`src/rtl/neo_sndlatch_if.sv`:
```
// 68k<->Z80 sound mailbox signal bundle: strobes, data buses and status flags.
// master = CPU/controller side driving strobes; slave = the latch itself.
interface neo_sndlatch_if #(
  parameter int DATA_W = 8
);
  logic              sndcmdw_n;
  logic              sndrplr_n;
  logic [DATA_W-1:0] m68k_data;
  logic [DATA_W-1:0] rpl_data;
  logic              sdz80r_n;
  logic              sdz80w_n;
  logic              sdz80clr_n;
  logic              nmien_w_n;
  logic              nmidis_w_n;
  logic [DATA_W-1:0] sdd_in;
  logic [DATA_W-1:0] sdd_out;
  logic              z80nmi_n;
  logic              cmd_pending;
  logic              rpl_valid;
  logic              cmd_ovr;

  modport master (
    output sndcmdw_n, sndrplr_n, m68k_data, sdz80r_n, sdz80w_n, sdz80clr_n,
           nmien_w_n, nmidis_w_n, sdd_in,
    input  rpl_data, sdd_out, z80nmi_n, cmd_pending, rpl_valid, cmd_ovr
  );

  modport slave (
    input  sndcmdw_n, sndrplr_n, m68k_data, sdz80r_n, sdz80w_n, sdz80clr_n,
           nmien_w_n, nmidis_w_n, sdd_in,
    output rpl_data, sdd_out, z80nmi_n, cmd_pending, rpl_valid, cmd_ovr
  );
endinterface

```
`src/rtl/neo_sndlatch.sv`:
```
// 68k<->Z80 sound command/reply mailbox with Z80 NMI generation.
// Define SNDLATCH_FIFO_EN to replace the single command latch with a FIFO_DEPTH-entry FIFO.

// One strobe edge detector: acts once per falling (write) or rising (read) edge.
module neo_sndlatch_edge #(
  parameter bit ON_RISE = 1'b0
) (
  input  logic clk,
  input  logic rst_n,
  input  logic armed,
  input  logic strb,
  output logic act
);
  logic prev;

  always_ff @(posedge clk or negedge rst_n)
    if (!rst_n) prev <= 1'b1;
    else        prev <= strb;

  assign act = armed & (ON_RISE ? (strb & ~prev) : (~strb & prev));
endmodule

module neo_sndlatch #(
  parameter int              DATA_W     = 8,
  parameter int              FIFO_DEPTH = 4,
  parameter logic [DATA_W-1:0] RESET_CMD  = '0
) (
  input  logic            clk,
  input  logic            rst_n,
  neo_sndlatch_if.slave   bus
);
  localparam int NSTB = 7;
  localparam int CMDW = 0, RPLR = 1, Z80R = 2, Z80W = 3, CLR = 4, EN = 5, DIS = 6;
  // Reads complete on the rising edge, everything else acts on the falling edge.
  localparam logic [NSTB-1:0] RISE_MASK = 7'b000_0110;

  if (FIFO_DEPTH < 2 || (FIFO_DEPTH & (FIFO_DEPTH - 1)) != 0) begin : g_bad_depth
    $error("neo_sndlatch: FIFO_DEPTH must be a power of 2 and >= 2");
  end

  logic [NSTB-1:0] strb, act;
  logic            armed;

  assign strb = {bus.nmidis_w_n, bus.nmien_w_n, bus.sdz80clr_n, bus.sdz80w_n,
                 bus.sdz80r_n, bus.sndrplr_n, bus.sndcmdw_n};

  // Edges are masked for the first cycle after reset so strobes held low
  // through reset release never fire.
  always_ff @(posedge clk or negedge rst_n)
    if (!rst_n) armed <= 1'b0;
    else        armed <= 1'b1;

  for (genvar i = 0; i < NSTB; i++) begin : g_edge
    neo_sndlatch_edge #(.ON_RISE(RISE_MASK[i])) u_edge (
      .clk   (clk),
      .rst_n (rst_n),
      .armed (armed),
      .strb  (strb[i]),
      .act   (act[i])
    );
  end

  logic wr_f, rd_r, clr_f;
  assign wr_f  = act[CMDW];
  assign rd_r  = act[Z80R];
  assign clr_f = act[CLR];

  logic pend;
  logic ovr;

`ifdef SNDLATCH_FIFO_EN
  localparam int AW = $clog2(FIFO_DEPTH);

  logic [DATA_W-1:0] mem [FIFO_DEPTH];
  logic [AW:0]       wp, rp;
  logic [DATA_W-1:0] last;
  logic              empty, full, push, pop;

  assign empty = (wp == rp);
  assign full  = (wp[AW] != rp[AW]) && (wp[AW-1:0] == rp[AW-1:0]);
  assign push  = wr_f & ~full & ~clr_f;
  assign pop   = rd_r & ~empty & ~clr_f;

  always_ff @(posedge clk)
    if (push) mem[wp[AW-1:0]] <= bus.m68k_data;

  always_ff @(posedge clk or negedge rst_n)
    if (!rst_n) begin
      wp   <= '0;
      rp   <= '0;
      last <= RESET_CMD;
      ovr  <= 1'b0;
    end else if (clr_f) begin
      wp   <= '0;
      rp   <= '0;
      last <= RESET_CMD;
      ovr  <= 1'b0;
    end else begin
      if (push) wp <= wp + 1'b1;
      if (pop) begin
        rp   <= rp + 1'b1;
        last <= mem[rp[AW-1:0]];
      end
      if (wr_f && full) ovr <= 1'b1;
    end

  assign pend        = ~empty;
  assign bus.sdd_out = empty ? last : mem[rp[AW-1:0]];
`else
  logic [DATA_W-1:0] cmd;

  // A write wins over a same-cycle read; that overlap is not an overrun.
  always_ff @(posedge clk or negedge rst_n)
    if (!rst_n) begin
      cmd  <= RESET_CMD;
      pend <= 1'b0;
      ovr  <= 1'b0;
    end else if (clr_f) begin
      cmd  <= RESET_CMD;
      pend <= 1'b0;
      ovr  <= 1'b0;
    end else if (wr_f) begin
      cmd  <= bus.m68k_data;
      pend <= 1'b1;
      if (pend && !rd_r) ovr <= 1'b1;
    end else if (rd_r) begin
      pend <= 1'b0;
    end

  assign bus.sdd_out = cmd;
`endif

  logic [DATA_W-1:0] rpl;
  logic              rpl_vld;
  logic              nmi_en;
  logic              nmi_n;

  always_ff @(posedge clk or negedge rst_n)
    if (!rst_n) begin
      rpl     <= '0;
      rpl_vld <= 1'b0;
    end else if (act[Z80W]) begin
      rpl     <= bus.sdd_in;
      rpl_vld <= 1'b1;
    end else if (act[RPLR]) begin
      rpl_vld <= 1'b0;
    end

  always_ff @(posedge clk or negedge rst_n)
    if (!rst_n)         nmi_en <= 1'b0;
    else if (act[DIS])  nmi_en <= 1'b0;
    else if (act[EN])   nmi_en <= 1'b1;

  // Level-driven from pending+enable, so a command pending at enable time still raises NMI.
  always_ff @(posedge clk or negedge rst_n)
    if (!rst_n) nmi_n <= 1'b1;
    else        nmi_n <= ~(nmi_en & pend);

  assign bus.rpl_data    = rpl;
  assign bus.rpl_valid   = rpl_vld;
  assign bus.cmd_pending = pend;
  assign bus.cmd_ovr     = ovr;
  assign bus.z80nmi_n    = nmi_n;
endmodule

```
`src/flat_wrapper.sv`:
```
// flat-port wrapper written by rule: the top's interface ports become plain ports
module neo_sndlatch_flat 
#(
  parameter int              DATA_W     = 8,
  parameter int              FIFO_DEPTH = 4,
  parameter logic [DATA_W-1:0] RESET_CMD  = '0
)
  (clk, rst_n, bus_sndcmdw_n, bus_sndrplr_n, bus_m68k_data, bus_sdz80r_n, bus_sdz80w_n, bus_sdz80clr_n, bus_nmien_w_n, bus_nmidis_w_n, bus_sdd_in, bus_rpl_data, bus_sdd_out, bus_z80nmi_n, bus_cmd_pending, bus_rpl_valid, bus_cmd_ovr);
  neo_sndlatch_if #(.DATA_W(DATA_W)) bus_i ();
  input  logic clk;
  input  logic rst_n;
  input wire logic [$bits(bus_i.sndcmdw_n)-1:0] bus_sndcmdw_n;
  input wire logic [$bits(bus_i.sndrplr_n)-1:0] bus_sndrplr_n;
  input wire logic [$bits(bus_i.m68k_data)-1:0] bus_m68k_data;
  input wire logic [$bits(bus_i.sdz80r_n)-1:0] bus_sdz80r_n;
  input wire logic [$bits(bus_i.sdz80w_n)-1:0] bus_sdz80w_n;
  input wire logic [$bits(bus_i.sdz80clr_n)-1:0] bus_sdz80clr_n;
  input wire logic [$bits(bus_i.nmien_w_n)-1:0] bus_nmien_w_n;
  input wire logic [$bits(bus_i.nmidis_w_n)-1:0] bus_nmidis_w_n;
  input wire logic [$bits(bus_i.sdd_in)-1:0] bus_sdd_in;
  output wire logic [$bits(bus_i.rpl_data)-1:0] bus_rpl_data;
  output wire logic [$bits(bus_i.sdd_out)-1:0] bus_sdd_out;
  output wire logic [$bits(bus_i.z80nmi_n)-1:0] bus_z80nmi_n;
  output wire logic [$bits(bus_i.cmd_pending)-1:0] bus_cmd_pending;
  output wire logic [$bits(bus_i.rpl_valid)-1:0] bus_rpl_valid;
  output wire logic [$bits(bus_i.cmd_ovr)-1:0] bus_cmd_ovr;
  assign bus_i.sndcmdw_n = bus_sndcmdw_n;
  assign bus_i.sndrplr_n = bus_sndrplr_n;
  assign bus_i.m68k_data = bus_m68k_data;
  assign bus_i.sdz80r_n = bus_sdz80r_n;
  assign bus_i.sdz80w_n = bus_sdz80w_n;
  assign bus_i.sdz80clr_n = bus_sdz80clr_n;
  assign bus_i.nmien_w_n = bus_nmien_w_n;
  assign bus_i.nmidis_w_n = bus_nmidis_w_n;
  assign bus_i.sdd_in = bus_sdd_in;
  assign bus_rpl_data = bus_i.rpl_data;
  assign bus_sdd_out = bus_i.sdd_out;
  assign bus_z80nmi_n = bus_i.z80nmi_n;
  assign bus_cmd_pending = bus_i.cmd_pending;
  assign bus_rpl_valid = bus_i.rpl_valid;
  assign bus_cmd_ovr = bus_i.cmd_ovr;
  neo_sndlatch #(.DATA_W(DATA_W), .FIFO_DEPTH(FIFO_DEPTH), .RESET_CMD(RESET_CMD)) u_core (.clk(clk), .rst_n(rst_n), .bus(bus_i));
endmodule
```
`config.mk`:
```
export PLATFORM = sky130hd
export DESIGN_NAME = neo_sndlatch_flat
export DESIGN_NICKNAME = d
export VERILOG_FILES = /design/src/rtl/neo_sndlatch_if.sv /design/src/rtl/neo_sndlatch.sv /design/src/flat_wrapper.sv
export SDC_FILE = /design/constraint.sdc
export NUM_CORES = 1
export LEC_CHECK = 0
export ABC_AREA = 1
export CAP_MARGIN = 20
export CORE_UTILIZATION = 35
export DETAILED_ROUTE_END_ITERATION = 6
export DONT_BUFFER_PORTS = 1
export GPL_ROUTABILITY_DRIVEN = 0
export PLACE_DENSITY = 0.56
export SYNTH_ARGS = -nofsm -noshare
export SYNTH_HDL_FRONTEND = slang
export SYNTH_SLANG_ARGS = --single-unit
export TNS_END_PERCENT = 50
```
`constraint.sdc`:
```
create_clock -name clk -period 1.1 [get_ports clk]
set_clock_uncertainty 0.05 [all_clocks]
set_input_delay 0.275 -clock clk [delete_from_list [all_inputs] [get_ports clk]]
set_output_delay 0.275 -clock clk [all_outputs]
set_load 0.005 [all_outputs]
```
==> metrics.txt <==
Mean Syn Cell Area=11.0 µm²; total CTS buffers=5; core area=3130 µm²; Total Nets Final=about 160; Placement Cell Area=1230 µm²; Root Driver=clkbuf_4; fin cells=176; DP Wirelength=1390 µm; initial antenna violation count=0; # rows=20; grt ovf=0; Worst Hold Class=in -> reg; Vias per Instance=around 4.4; VDD IR max=0.780 mV; fin util=0.476; post-synthesis cell count=approximately 110; PwrDens=1540 nW/µm²; Ports=45; status=finished, violations left; Req. time, crit path=0.77 ns; commonest non-fill, non-tap cell in the layout=nand2_1; I/O Buffers=0; period utilization=1.07; first-pass GRT wire length=3350 µm; die height=60.0 µm; violated checks=negative setup slack; All-Layer GR Usage=0.136; unrepaired setup endpoints after global routing=true; Cell Area, Synth=between 1000 and 1500 µm²; crit start category=register; Clock Latency Late Sink=roughly 0.32 ns; Achievable Freq=849 MHz; reg-to-reg slack, setup=0 ns; DRC=0; critical path endpoint category=output port; H-tree depth=2; most frequent cells in the layout=nand2_1, dfrtp_1, inv_1; Post-Syn Nets=132; drt wl/cell=12.2 µm; post-synthesis sequential area ratio=0.626; # diodes=0; DRT iter0 DRCs=26; final setup vio count=1; largest net degree at the start of global routing=30; leakage=around 0.77 nW; fin. max-slew vios=0; Die Span X=~60 µm; worst path arrival time=0.85 ns; Clock Pin Slew Worst Setup and Hold Paths=around 0.09 ns; synth warn=0; Routed Antenna Nets=0; CTS max path bufs=2; maxcap violations=0; number of synthesized register bits=29; clock sinks=29; ys flop type=dfrtp_1; overall routed net length=2150 µm; placed cells=between 150 and 200; Critical Path Fanout Max=1; vias in the first global route=approximately 730; fin area=1490 µm²; CTS tree=done; Fin Hold WS=between 0.015 and 0.02 ns; vias=771; Fin. Hold Viols=0; fraction of layout cells with a size suffix above 1=0.311; asr flop ratio synth=1.00; area growth from synthesis to layout=26.7%; Final WS setup=-0.0778 ns; starting density of the core=0.376; Final min period=roughly 1.2 ns; Synth cell types=17; EDFF count, synth=0; die area=roughly 3600 µm²; worst setup path category=reg -> out; Initial DRT Pass Iterations=4
-- worst paths after layout --
kind / startpoint / end / depth (start not counted)
max: u_core.bus.z80nmi_n$_DFF_PN1_ / bus_z80nmi_n / 0
min: bus_m68k_data[1] / u_core.bus.sdd_out[1]$_DFFE_PN0P_ / 2
max reg2reg: u_core.g_edge[4].u_edge.prev$_DFF_PN1_ / u_core.bus.sdd_out[2]$_DFFE_PN0P_ / 5
min reg2reg: u_core.nmi_en$_DFFE_PN0P_ / u_core.bus.z80nmi_n$_DFF_PN1_ / 1
max in group asynchronous: rst_n / u_core.g_edge[3].u_edge.prev$_DFF_PN1_ / 2
min in group asynchronous: rst_n / u_core.bus.cmd_ovr$_DFFE_PN0P_ / 2
-- what timing repair did --
| item | in CTS | in global routing |
|---|---|---|
| hold buffers | 12 | 1 |
| buffers inserted | 0 | 2 |
| endpoints found under the setup margin | 17 | 22 |
| pin swaps | 3 | 3 |
| resized for setup | 4 | 2 |
| endpoints found under the hold margin | 39 | 1 |
| cloned | 1 | 0 |
-- where the power goes --
| part | internal, W | total (W) | leakage [nW] | switching (W) |
|---|---|---|---|---|
| clock network | 0.000370 | 0.000734 | 0.0413 | 0.000364 |
| registers | 0.00120 | 0.00130 | 0.350 | 0.0000957 |
| logic | 0.000131 | 0.000269 | 0.374 | 0.000138 |
-- area by class of cell --
type | count | area [µm²]
multi-input combinational | 64 | 399
timing repair buffer | 18 | 181
tap | 44 | 55.1
sequential | 29 | 736
fill | 304 | 1640
inverter | 13 | 48.8
clock buffer | 7 | 65.1
clock inverter | 1 | 5.00
-- synth_stat cells (2+ instances only) --
master / instances / area share
dfstp_2: 8 / 0.18
buf_6: 2 / 0.019
dfrtp_1: 21 / 0.45
o21ai_2: 8 / 0.060
inv_1: 13 / 0.041
nand3b_1: 3 / 0.019
nor2_8: 2 / 0.034
nand2_1: 41 / 0.13
-- per-layer routing --
metal,track usage,share of wire,vias to the layer above
li1,-,-,376
met1,0.153,0.41,355
met2,0.206,0.48,35
met3,0.0758,0.092,5
met4,0.0698,0.021,0
met5,0,0,-
-- cells by family after synthesis --
family	synth area share
buffers and inverters	0.0606
other	0.00319
and+or+nand+nor	0.243
AOI/OAI and AO/OA	0.0681
DFF	0.626
-- through the flow --
step,power [W],setup slack (ns),setup TNS [ns]
after floorplan,0.00146,0.0343,0
after CTS,0.00233,-0.0970,-0.0970
after detailed placement,0.00151,-0.0348,-0.299
after global routing,0.00245,-0.132,-0.720
final,0.00230,-0.0778,-0.0778
after global placement,0.00150,-0.00592,-0.0260
No activity file was read; power rests on OpenSTA's default activity.
